### src/rtl/io_mux_pkg.sv
// Shared types and constants for the io_mux4 configuration controller.
package io_mux_pkg;

  localparam int FUN_SEL_W = 2;

  localparam logic [FUN_SEL_W-1:0] FUN_SEL_A = 2'b00;
  localparam logic [FUN_SEL_W-1:0] FUN_SEL_B = 2'b01;
  localparam logic [FUN_SEL_W-1:0] FUN_SEL_C = 2'b10;
  localparam logic [FUN_SEL_W-1:0] FUN_SEL_D = 2'b11;

  typedef enum logic [1:0] {
    IDLE   = 2'd0,
    DRAIN  = 2'd1,
    SWITCH = 2'd2,
    SETTLE = 2'd3
  } state_t;

endpackage

### src/rtl/io_mux_cfg_ctrl_if.sv
// Valid/ready reconfiguration request channel with done/err completion pulses.
interface io_mux_cfg_ctrl_if #(
  parameter int PIN_AW = 4
) ();
  import io_mux_pkg::*;

  logic                 cfg_vld;
  logic                 cfg_rdy;
  logic [PIN_AW-1:0]    cfg_pin;
  logic [FUN_SEL_W-1:0] cfg_sel;
  logic                 cfg_done;
  logic                 cfg_err;

  modport master (
    output cfg_vld, cfg_pin, cfg_sel,
    input  cfg_rdy, cfg_done, cfg_err
  );

  modport slave (
    input  cfg_vld, cfg_pin, cfg_sel,
    output cfg_rdy, cfg_done, cfg_err
  );

endinterface

### src/rtl/io_mux_guard_timer.sv
// 8-bit loadable down-counter; o_expire is high while the count sits at zero.
module io_mux_guard_timer (
  input  logic       clk,
  input  logic       rst,
  input  logic       i_load,
  input  logic [7:0] i_load_val,
  output logic       o_expire
);

  logic [7:0] r_cnt;

  always_ff @(posedge clk) begin
    if (rst) begin
      r_cnt <= '0;
    end else if (i_load) begin
      r_cnt <= i_load_val;
    end else if (r_cnt != '0) begin
      r_cnt <= r_cnt - 8'd1;
    end
  end

  assign o_expire = (r_cnt == '0);

endmodule

### src/rtl/io_mux_cfg_ctrl.sv
// Per-pin function-select controller with glitch-free gate/switch/settle sequencing.
// Optional sticky request lock when IO_MUX_CFG_LOCK_EN is defined.
module io_mux_cfg_ctrl
  import io_mux_pkg::*;
#(
  parameter int PIN_NUM   = 16,
  parameter int PIN_AW    = (PIN_NUM > 1) ? $clog2(PIN_NUM) : 1,
  parameter int GUARD_CYC = 4
) (
  input  logic                           clk,
  input  logic                           rst,
  io_mux_cfg_ctrl_if.slave               cfg,
  output logic                           busy,
  output logic [FUN_SEL_W*PIN_NUM-1:0]   fun_sel_vec,
  output logic [PIN_NUM-1:0]             oe_gate_vec,
`ifdef IO_MUX_CFG_LOCK_EN
  input  logic                           cfg_lock,
`endif
  input  logic [PIN_AW-1:0]              rd_pin,
  output logic [FUN_SEL_W-1:0]           rd_sel
);

  state_t                         r_state;
  logic [FUN_SEL_W*PIN_NUM-1:0]   r_fun_sel;
  logic [PIN_NUM-1:0]             r_oe_gate;
  logic [PIN_AW-1:0]              r_pin;
  logic [FUN_SEL_W-1:0]           r_sel;
  logic                           r_rdy;
  logic                           r_done;
  logic                           r_err;
  logic                           r_busy;

  logic                           w_locked;
  logic                           w_pin_ok;
  logic [PIN_AW-1:0]              w_idx;
  logic [FUN_SEL_W-1:0]           w_cur_sel;
  logic                           w_accept;
  logic                           w_start;
  logic                           w_load;
  logic                           w_expire;
  logic                           w_rd_ok;
  logic [PIN_AW-1:0]              w_rd_idx;

`ifdef IO_MUX_CFG_LOCK_EN
  logic r_lock;

  always_ff @(posedge clk) begin
    if (rst) begin
      r_lock <= 1'b0;
    end else if (cfg_lock) begin
      r_lock <= 1'b1;
    end
  end

  assign w_locked = r_lock;
`else
  assign w_locked = 1'b0;
`endif

  // Out-of-range indices are folded to 0 so the part-selects never leave the vector.
  assign w_pin_ok  = 32'(cfg.cfg_pin) < 32'(PIN_NUM);
  assign w_idx     = w_pin_ok ? cfg.cfg_pin : '0;
  assign w_cur_sel = r_fun_sel[{w_idx, 1'b0} +: FUN_SEL_W];
  assign w_accept  = cfg.cfg_vld & r_rdy;
  assign w_start   = w_accept & w_pin_ok & ~w_locked & (w_cur_sel != cfg.cfg_sel);
  assign w_load    = w_start | (r_state == SWITCH);

  io_mux_guard_timer u_guard_timer (
    .clk        (clk),
    .rst        (rst),
    .i_load     (w_load),
    .i_load_val (8'(GUARD_CYC - 1)),
    .o_expire   (w_expire)
  );

  always_ff @(posedge clk) begin
    if (rst) begin
      r_state   <= IDLE;
      r_fun_sel <= '0;
      r_oe_gate <= '1;
      r_pin     <= '0;
      r_sel     <= FUN_SEL_A;
      r_rdy     <= 1'b0;
      r_done    <= 1'b0;
      r_err     <= 1'b0;
      r_busy    <= 1'b0;
    end else begin
      r_done <= 1'b0;
      r_err  <= 1'b0;
      case (r_state)
        IDLE: begin
          r_rdy <= 1'b1;
          if (w_accept) begin
            r_pin <= cfg.cfg_pin;
            r_sel <= cfg.cfg_sel;
            if (!w_pin_ok || w_locked) begin
              r_err <= 1'b1;
            end else if (w_cur_sel == cfg.cfg_sel) begin
              r_done <= 1'b1;
            end else begin
              r_state          <= DRAIN;
              r_oe_gate[w_idx] <= 1'b0;
              r_busy           <= 1'b1;
              r_rdy            <= 1'b0;
            end
          end
        end
        DRAIN: begin
          if (w_expire) begin
            r_state <= SWITCH;
          end
        end
        SWITCH: begin
          r_fun_sel[{r_pin, 1'b0} +: FUN_SEL_W] <= r_sel;
          r_state <= SETTLE;
        end
        SETTLE: begin
          if (w_expire) begin
            r_state          <= IDLE;
            r_oe_gate[r_pin] <= 1'b1;
            r_busy           <= 1'b0;
            r_rdy            <= 1'b1;
            r_done           <= 1'b1;
          end
        end
        default: r_state <= IDLE;
      endcase
    end
  end

  assign w_rd_ok  = 32'(rd_pin) < 32'(PIN_NUM);
  assign w_rd_idx = w_rd_ok ? rd_pin : '0;
  assign rd_sel   = w_rd_ok ? r_fun_sel[{w_rd_idx, 1'b0} +: FUN_SEL_W] : '0;

  assign cfg.cfg_rdy  = r_rdy;
  assign cfg.cfg_done = r_done;
  assign cfg.cfg_err  = r_err;
  assign busy         = r_busy;
  assign fun_sel_vec  = r_fun_sel;
  assign oe_gate_vec  = r_oe_gate;

endmodule

### src/flat_wrapper.sv
// flat-port wrapper written by rule: the top's interface ports become plain ports
module io_mux_cfg_ctrl_flat import io_mux_pkg::*;
#(
  parameter int PIN_NUM   = 16,
  parameter int PIN_AW    = (PIN_NUM > 1) ? $clog2(PIN_NUM) : 1,
  parameter int GUARD_CYC = 4
)
  (clk, rst, busy, fun_sel_vec, oe_gate_vec, rd_pin, rd_sel, cfg_cfg_vld, cfg_cfg_pin, cfg_cfg_sel, cfg_cfg_rdy, cfg_cfg_done, cfg_cfg_err);
  io_mux_cfg_ctrl_if #(.PIN_AW(PIN_AW)) cfg_i ();
  input  logic clk;
  input  logic rst;
  output logic busy;
  output logic [FUN_SEL_W*PIN_NUM-1:0] fun_sel_vec;
  output logic [PIN_NUM-1:0] oe_gate_vec;
  input  logic [PIN_AW-1:0] rd_pin;
  output logic [FUN_SEL_W-1:0] rd_sel;
  input wire logic [$bits(cfg_i.cfg_vld)-1:0] cfg_cfg_vld;
  input wire logic [$bits(cfg_i.cfg_pin)-1:0] cfg_cfg_pin;
  input wire logic [$bits(cfg_i.cfg_sel)-1:0] cfg_cfg_sel;
  output wire logic [$bits(cfg_i.cfg_rdy)-1:0] cfg_cfg_rdy;
  output wire logic [$bits(cfg_i.cfg_done)-1:0] cfg_cfg_done;
  output wire logic [$bits(cfg_i.cfg_err)-1:0] cfg_cfg_err;
  assign cfg_i.cfg_vld = cfg_cfg_vld;
  assign cfg_i.cfg_pin = cfg_cfg_pin;
  assign cfg_i.cfg_sel = cfg_cfg_sel;
  assign cfg_cfg_rdy = cfg_i.cfg_rdy;
  assign cfg_cfg_done = cfg_i.cfg_done;
  assign cfg_cfg_err = cfg_i.cfg_err;
  io_mux_cfg_ctrl #(.PIN_NUM(PIN_NUM), .PIN_AW(PIN_AW), .GUARD_CYC(GUARD_CYC)) u_core (.clk(clk), .rst(rst), .cfg(cfg_i), .busy(busy), .fun_sel_vec(fun_sel_vec), .oe_gate_vec(oe_gate_vec), .rd_pin(rd_pin), .rd_sel(rd_sel));
endmodule
### config.mk
export PLATFORM = sky130hd
export DESIGN_NAME = io_mux_cfg_ctrl_flat
export DESIGN_NICKNAME = d
export VERILOG_FILES = /design/src/rtl/io_mux_pkg.sv /design/src/rtl/io_mux_cfg_ctrl_if.sv /design/src/rtl/io_mux_guard_timer.sv /design/src/rtl/io_mux_cfg_ctrl.sv /design/src/flat_wrapper.sv
export SDC_FILE = /design/constraint.sdc
export NUM_CORES = 1
export LEC_CHECK = 0
export BUFFER_PORTS_ARGS = -buffer_cell sky130_fd_sc_hd__buf_2
export CAP_MARGIN = 20
export CORE_ASPECT_RATIO = 2
export CORE_MARGIN = 3
export CORE_UTILIZATION = 43
export CTS_CLUSTER_SIZE = 30
export DETAILED_ROUTE_END_ITERATION = 8
export REMOVE_ABC_BUFFERS = 1
export SLEW_MARGIN = 15
export SYNTH_ARGS = -nofsm -noshare
export SYNTH_HDL_FRONTEND = slang
export SYNTH_HIERARCHICAL = 1
export SYNTH_SLANG_ARGS = --single-unit
### constraint.sdc
create_clock -name clk -period 5.76 [get_ports clk]
set_clock_uncertainty 0.05 [all_clocks]
set_input_delay 1.152 -clock clk [delete_from_list [all_inputs] [get_ports clk]]
set_output_delay 1.152 -clock clk [all_outputs]
set_load 0.03 [all_outputs]
* After elaboration in Yosys (flattened, before gate mapping)
Index checks and enable logic that the tools add are counted.
Storage, ports and cells: RAM bits 0, latch bits 0, input bits 13, output and inout bits 54, register bits after elaboration 67, logic and storage cells 74, memory bits (read-only) 0, memories kept 0
Operators by class: reductions and logical operators 12, eq/ne operators 9, add/subtract/negate cells 2, shift-type cells 4, bitwise operators 6, div/mod/pow operators 0, order comparisons 4, multiplexer cells 27, multipliers 0
Operators by type and width (number):
- $shiftx A32 B6 Y2 | 2
- $mux W16 | 3
- $bwmux W32 | 1
- $pmux W16 S2 | 1
- $shift A2 B7 Y32 const A | 1
- $shiftx A2 B7 Y32 | 1
- $and A16 B16 Y16 | 1
- $not A16 Y16 | 1
- $or A16 B16 Y16 | 1
- $mux W2 | 6
- $lt A4 B5 Y1 const B | 2
- $mux W1 | 10
- $demux W1 S4 | 2
- $ge A4 B1 Y1 const B | 2
- $logic_not A8 Y1 | 1
- $pmux W2 S4 | 1
- $reduce_and A4 Y1 | 2
- $reduce_bool A8 Y1 | 1
- $sub A8 B1 Y8 const B | 1
- $neg A5 Y7 | 1
- $ne A2 B2 Y1 const B | 3
- $pmux W1 S2 | 3
- $eq A2 B2 Y1 const B | 2
- $reduce_and A2 Y1 | 2
- 10 further kinds | 13

* Depth between registers and ports, before layout
depth in word-level cells 9, mapped depth 13, gate-level depth less buffers 10

* Modules after synthesis
The synthesis kept the hierarchy.
Modules (own cells, without submodules):
- io_mux_cfg_ctrl | cells an instance 362, seq. area each 1181.1 µm², instances 1, area an instance 3306.9 µm²
- io_mux_guard_timer | cells an instance 53, seq. area each 160.2 µm², instances 1, area an instance 475.5 µm²

* Worst setup path before layout
Ideal clock, no wire load.
kind input -> output, start point in rd_pin[0], end point out rd_sel[0], cell stages on the path 3, data required time 4558 ps, path slack 1911 ps, path buffers 1, data arrival time 2647 ps, cell sequence clkbuf_1 > mux4_2 > mux4_2
On the way: cells in the longest elaborated chain, start to end 1
RTL lines:
- start, declared | RTL line flat_wrapper.sv:15 | input logic [PIN_AW-1:0] rd_pin;
- $shiftx A32 B6 Y2 | RTL line io_mux_cfg_ctrl.sv:133 | assign rd_sel = w_rd_ok ? r_fun_sel[{w_rd_idx, 1'b0} +: FUN_SEL_W] : '0;
- end, declared | RTL line flat_wrapper.sv:16 | output logic [FUN_SEL_W-1:0] rd_sel;
No other way between the ends.

* Worst setup path after layout
start point in cfg_cfg_pin[1], end point reg u_core.u_guard_timer.r_cnt[3]
On the way: cells in the longest elaborated chain, start to end 5
RTL lines:
- start, declared | RTL line flat_wrapper.sv:18 | input wire logic [$bits(cfg_i.cfg_pin)-1:0] cfg_cfg_pin;
- $shiftx A32 B6 Y2 | RTL line io_mux_cfg_ctrl.sv:63 | assign w_cur_sel = r_fun_sel[{w_idx, 1'b0} +: FUN_SEL_W];
- $ne A2 B2 Y1 | RTL line io_mux_cfg_ctrl.sv:65 | assign w_start = w_accept & w_pin_ok & ~w_locked & (w_cur_sel != cfg.cfg_sel);
- $and A1 B1 Y1 | RTL line io_mux_cfg_ctrl.sv:65
- $or A1 B1 Y1 | RTL line io_mux_cfg_ctrl.sv:66 | assign w_load = w_start | (r_state == SWITCH);
- named net u_core.w_load | RTL line io_mux_cfg_ctrl.sv:39 | logic w_load;
- $reduce_or A2 Y1 (no line)
- end signal, assigned | RTL line io_mux_guard_timer.sv:16 | r_cnt <= i_load_val;
- end signal, assigned | RTL line io_mux_guard_timer.sv:18 | r_cnt <= r_cnt - 8'd1;
- end, declared | RTL line io_mux_guard_timer.sv:10 | logic [7:0] r_cnt;
The timed path passes the listed nets, and every way through them passes these cells. A chain may end at the register's enable or synchronous reset.

==> metrics.txt <==
Startpoint Class=primary input; RSZ-0062 raised after global routing=no; Final setup viols=0; clk sinks=67; PD cells=354.8 nW/um2; average wire per standard cell=~19 um; final cell count without fillers=573; All-Layer GR Usage=0.2194; I/O pin cnt=67; Min-Delay Path Class=flip-flop to flip-flop; routed vias/inst=5.817; design area=4389 um2; PnR worst setup slack=1869 ps; worst slack at placement=around 1500 ps; die area=10030 um2; CP max FO=23; worst setup path class=primary input to flip-flop; Hold-fix buffers, CTS=0; count of buffers from port buffering=65; f_max=0.2570 GHz; die height=approximately 140 um; initial core utilization=0.4498; Detail Route Antenna Nets=0; layout cells sized above 1=0.2274; placed cell area=4071 um2; Std-Cell Rows=47; Clk Latency, worst-skew pair=330 ps; clock slew seen by the registers of the worst setup and hold paths=50 ps; WP data arrival=4070 ps; max-cap viol count=0; Final Net Count=494; area delta synth->final=16.04%; placed cells=between 500 and 600; Tcrit/Tclk final=0.6755; syn avg cell area=9.114 um2; Period minus WS final=3891 ps; Residual DRC=0; CTS tree=yes; clock root cell=clkbuf_16; setup bufs post-CTS=0; Top FF cell, synth=dfxtp_1; worst vdd ir=between 0.0002 and 0.00025 V; worst hold margin=453.5 ps; number of synthesized flops with an enable pin=0; First-pass DRT Iterations=4; Synth cell types=58; sequential cell area fraction in the yosys report=0.3546; Rel. slew slack=0.3883; Worst Setup End Kind=flip-flop; CTS resizes=0; FFs w/ async S/R, synth=0; clock tree buffer depth=2; Hold Fails Final Rpt=0; Yosys warnings=6; drt total wl=roughly 11000 um; cell leakage power=1.818 nW; RePlAce Congestion=0.8589; Critical Path RT=5940 ps; global route total overflow=0; Post-Synthesis Cell Area=3782 um2; status=finished, final reports clean; Final HPWL DP=8048 um; Worst-Margin Slew=913.6 ps; setup TNS=0 ps; first-pass GRT wire length=17070 um; #FFs+latches synth=67; via count=3333; n_diodes=0; deepest level of the CTS H-tree=3; core area=roughly 8400 um2; fin. max-slew vios=0; Post-Syn Instances=415; number of buffers created by CTS=9; largest net degree at the start of global routing=43; vias in the first global route=between 3000 and 4000; initial drt markers=approximately 210; chip width=72.32 um; initial antenna violation count=0
[synthesized netlist by cell type, drive strengths merged, types with 8 or more instances]
master | number | share of area
ha | 11 | 0.036
a21oi | 23 | 0.030
dfxtp | 67 | 0.35
a31oi | 8 | 0.013
nor2 | 51 | 0.051
inv | 11 | 0.011
nand2 | 39 | 0.039
o21ai | 24 | 0.032
clkbuf | 20 | 0.025
mux2i | 38 | 0.10
mux4 | 14 | 0.083
buf | 8 | 0.023
nor3 | 15 | 0.020
[through the flow]
stage / total power [mW] / util
final: 1.557 / 0.5219
after global routing: 1.646 / 0.5219
after CTS: 1.572 / 0.5219
after detailed placement: 0.9836 / 0.4842
after global placement: 0.9771 / 0.4842
after floorplan: 0.8625 / -
[worst paths after layout]
kind | start | endpoint | slack, ps | cells after the start
hold reg to reg | u_core/oe_gate_vec[2] | u_core/oe_gate_vec[2] | 450 | 2
hold / removal | u_core/oe_gate_vec[2] | u_core/oe_gate_vec[2] | 450 | 2
setup reg to reg | u_core/fun_sel_vec[5] | u_core/u_guard_timer/r_cnt[3] | 2830 | 9
setup / recovery | cfg_cfg_pin[1] | u_core/u_guard_timer/r_cnt[3] | 1870 | 10
[state kept, by name, summed over array words and instances (netlist names)]
register and cells:
u_core/cfg.cfg_rdy 1, u_core/r_sel 2, u_core/oe_gate_vec 16, u_core/r_state 2, u_core/cfg.cfg_done 1, u_core/fun_sel_vec 32
u_core/u_guard_timer/r_cnt 8, u_core/busy 1, u_core/r_pin 4
[cells by family (layout without fill, tap and decap cells)]
family                     after synthesis  count (layout)  share of synthesized area
DFF                                     67              67                     0.3546
adders and majority gates               11              11                    0.03639
buffers and inverters                   40              93                    0.06186
AOI/OAI and AO/OA                       86              86                     0.1472
muxes                                   52              52                     0.1839
and+or+nand+nor                        145             145                     0.1862
other                                    2               9                   0.001986
xor gates and xnor gates                12              12                    0.02779
[layout make-up]
class	count	area, um2
well taps	98	122.6
clock inverters	7	92.59
fillers	817	4020
inverters	11	41.29
flip-flops and latches	67	1341
multi-input cells	315	2233
repair buffers	66	332.8
clock buffers	9	225.2
[metal layers]
layer / GRT usage / routed length [um]
met5: 0 / 0
met4: 0.1338 / 430
met3: 0.04282 / 541
met2: 0.3949 / 5896
met1: 0.2224 / 3746
[critical path: stages]
cell and delay, ps:
buf_2 470, mux2i_1 160, mux4_2 490, xor2_1 190, nand2_2 90, o21ai_1 350, or2_0 200, nand2b_1 280
or2_2 430, o32ai_1 260
[placed cells by master, fill, tap and decap left out, types with 8 or more instances in the layout]
cell,n
inv_1,11
nand2_1,38
clkbuf_16,9
nor3_1,15
buf_2,65
nor2_1,51
conb_1,9
o21ai_0,17
dfxtp_1,67
a31oi_1,8
mux2i_1,38
a21oi_1,23
mux4_2,14
ha_1,11
[power by group]
group / leakage (nW) / switching, mW / internal, mW
clock: 0.147 / 0.205 / 0.377
combinational: 1.13 / 0.259 / 0.156
sequential: 0.544 / 0.0533 / 0.508
Note: power is estimated with default switching activity, not from simulation.
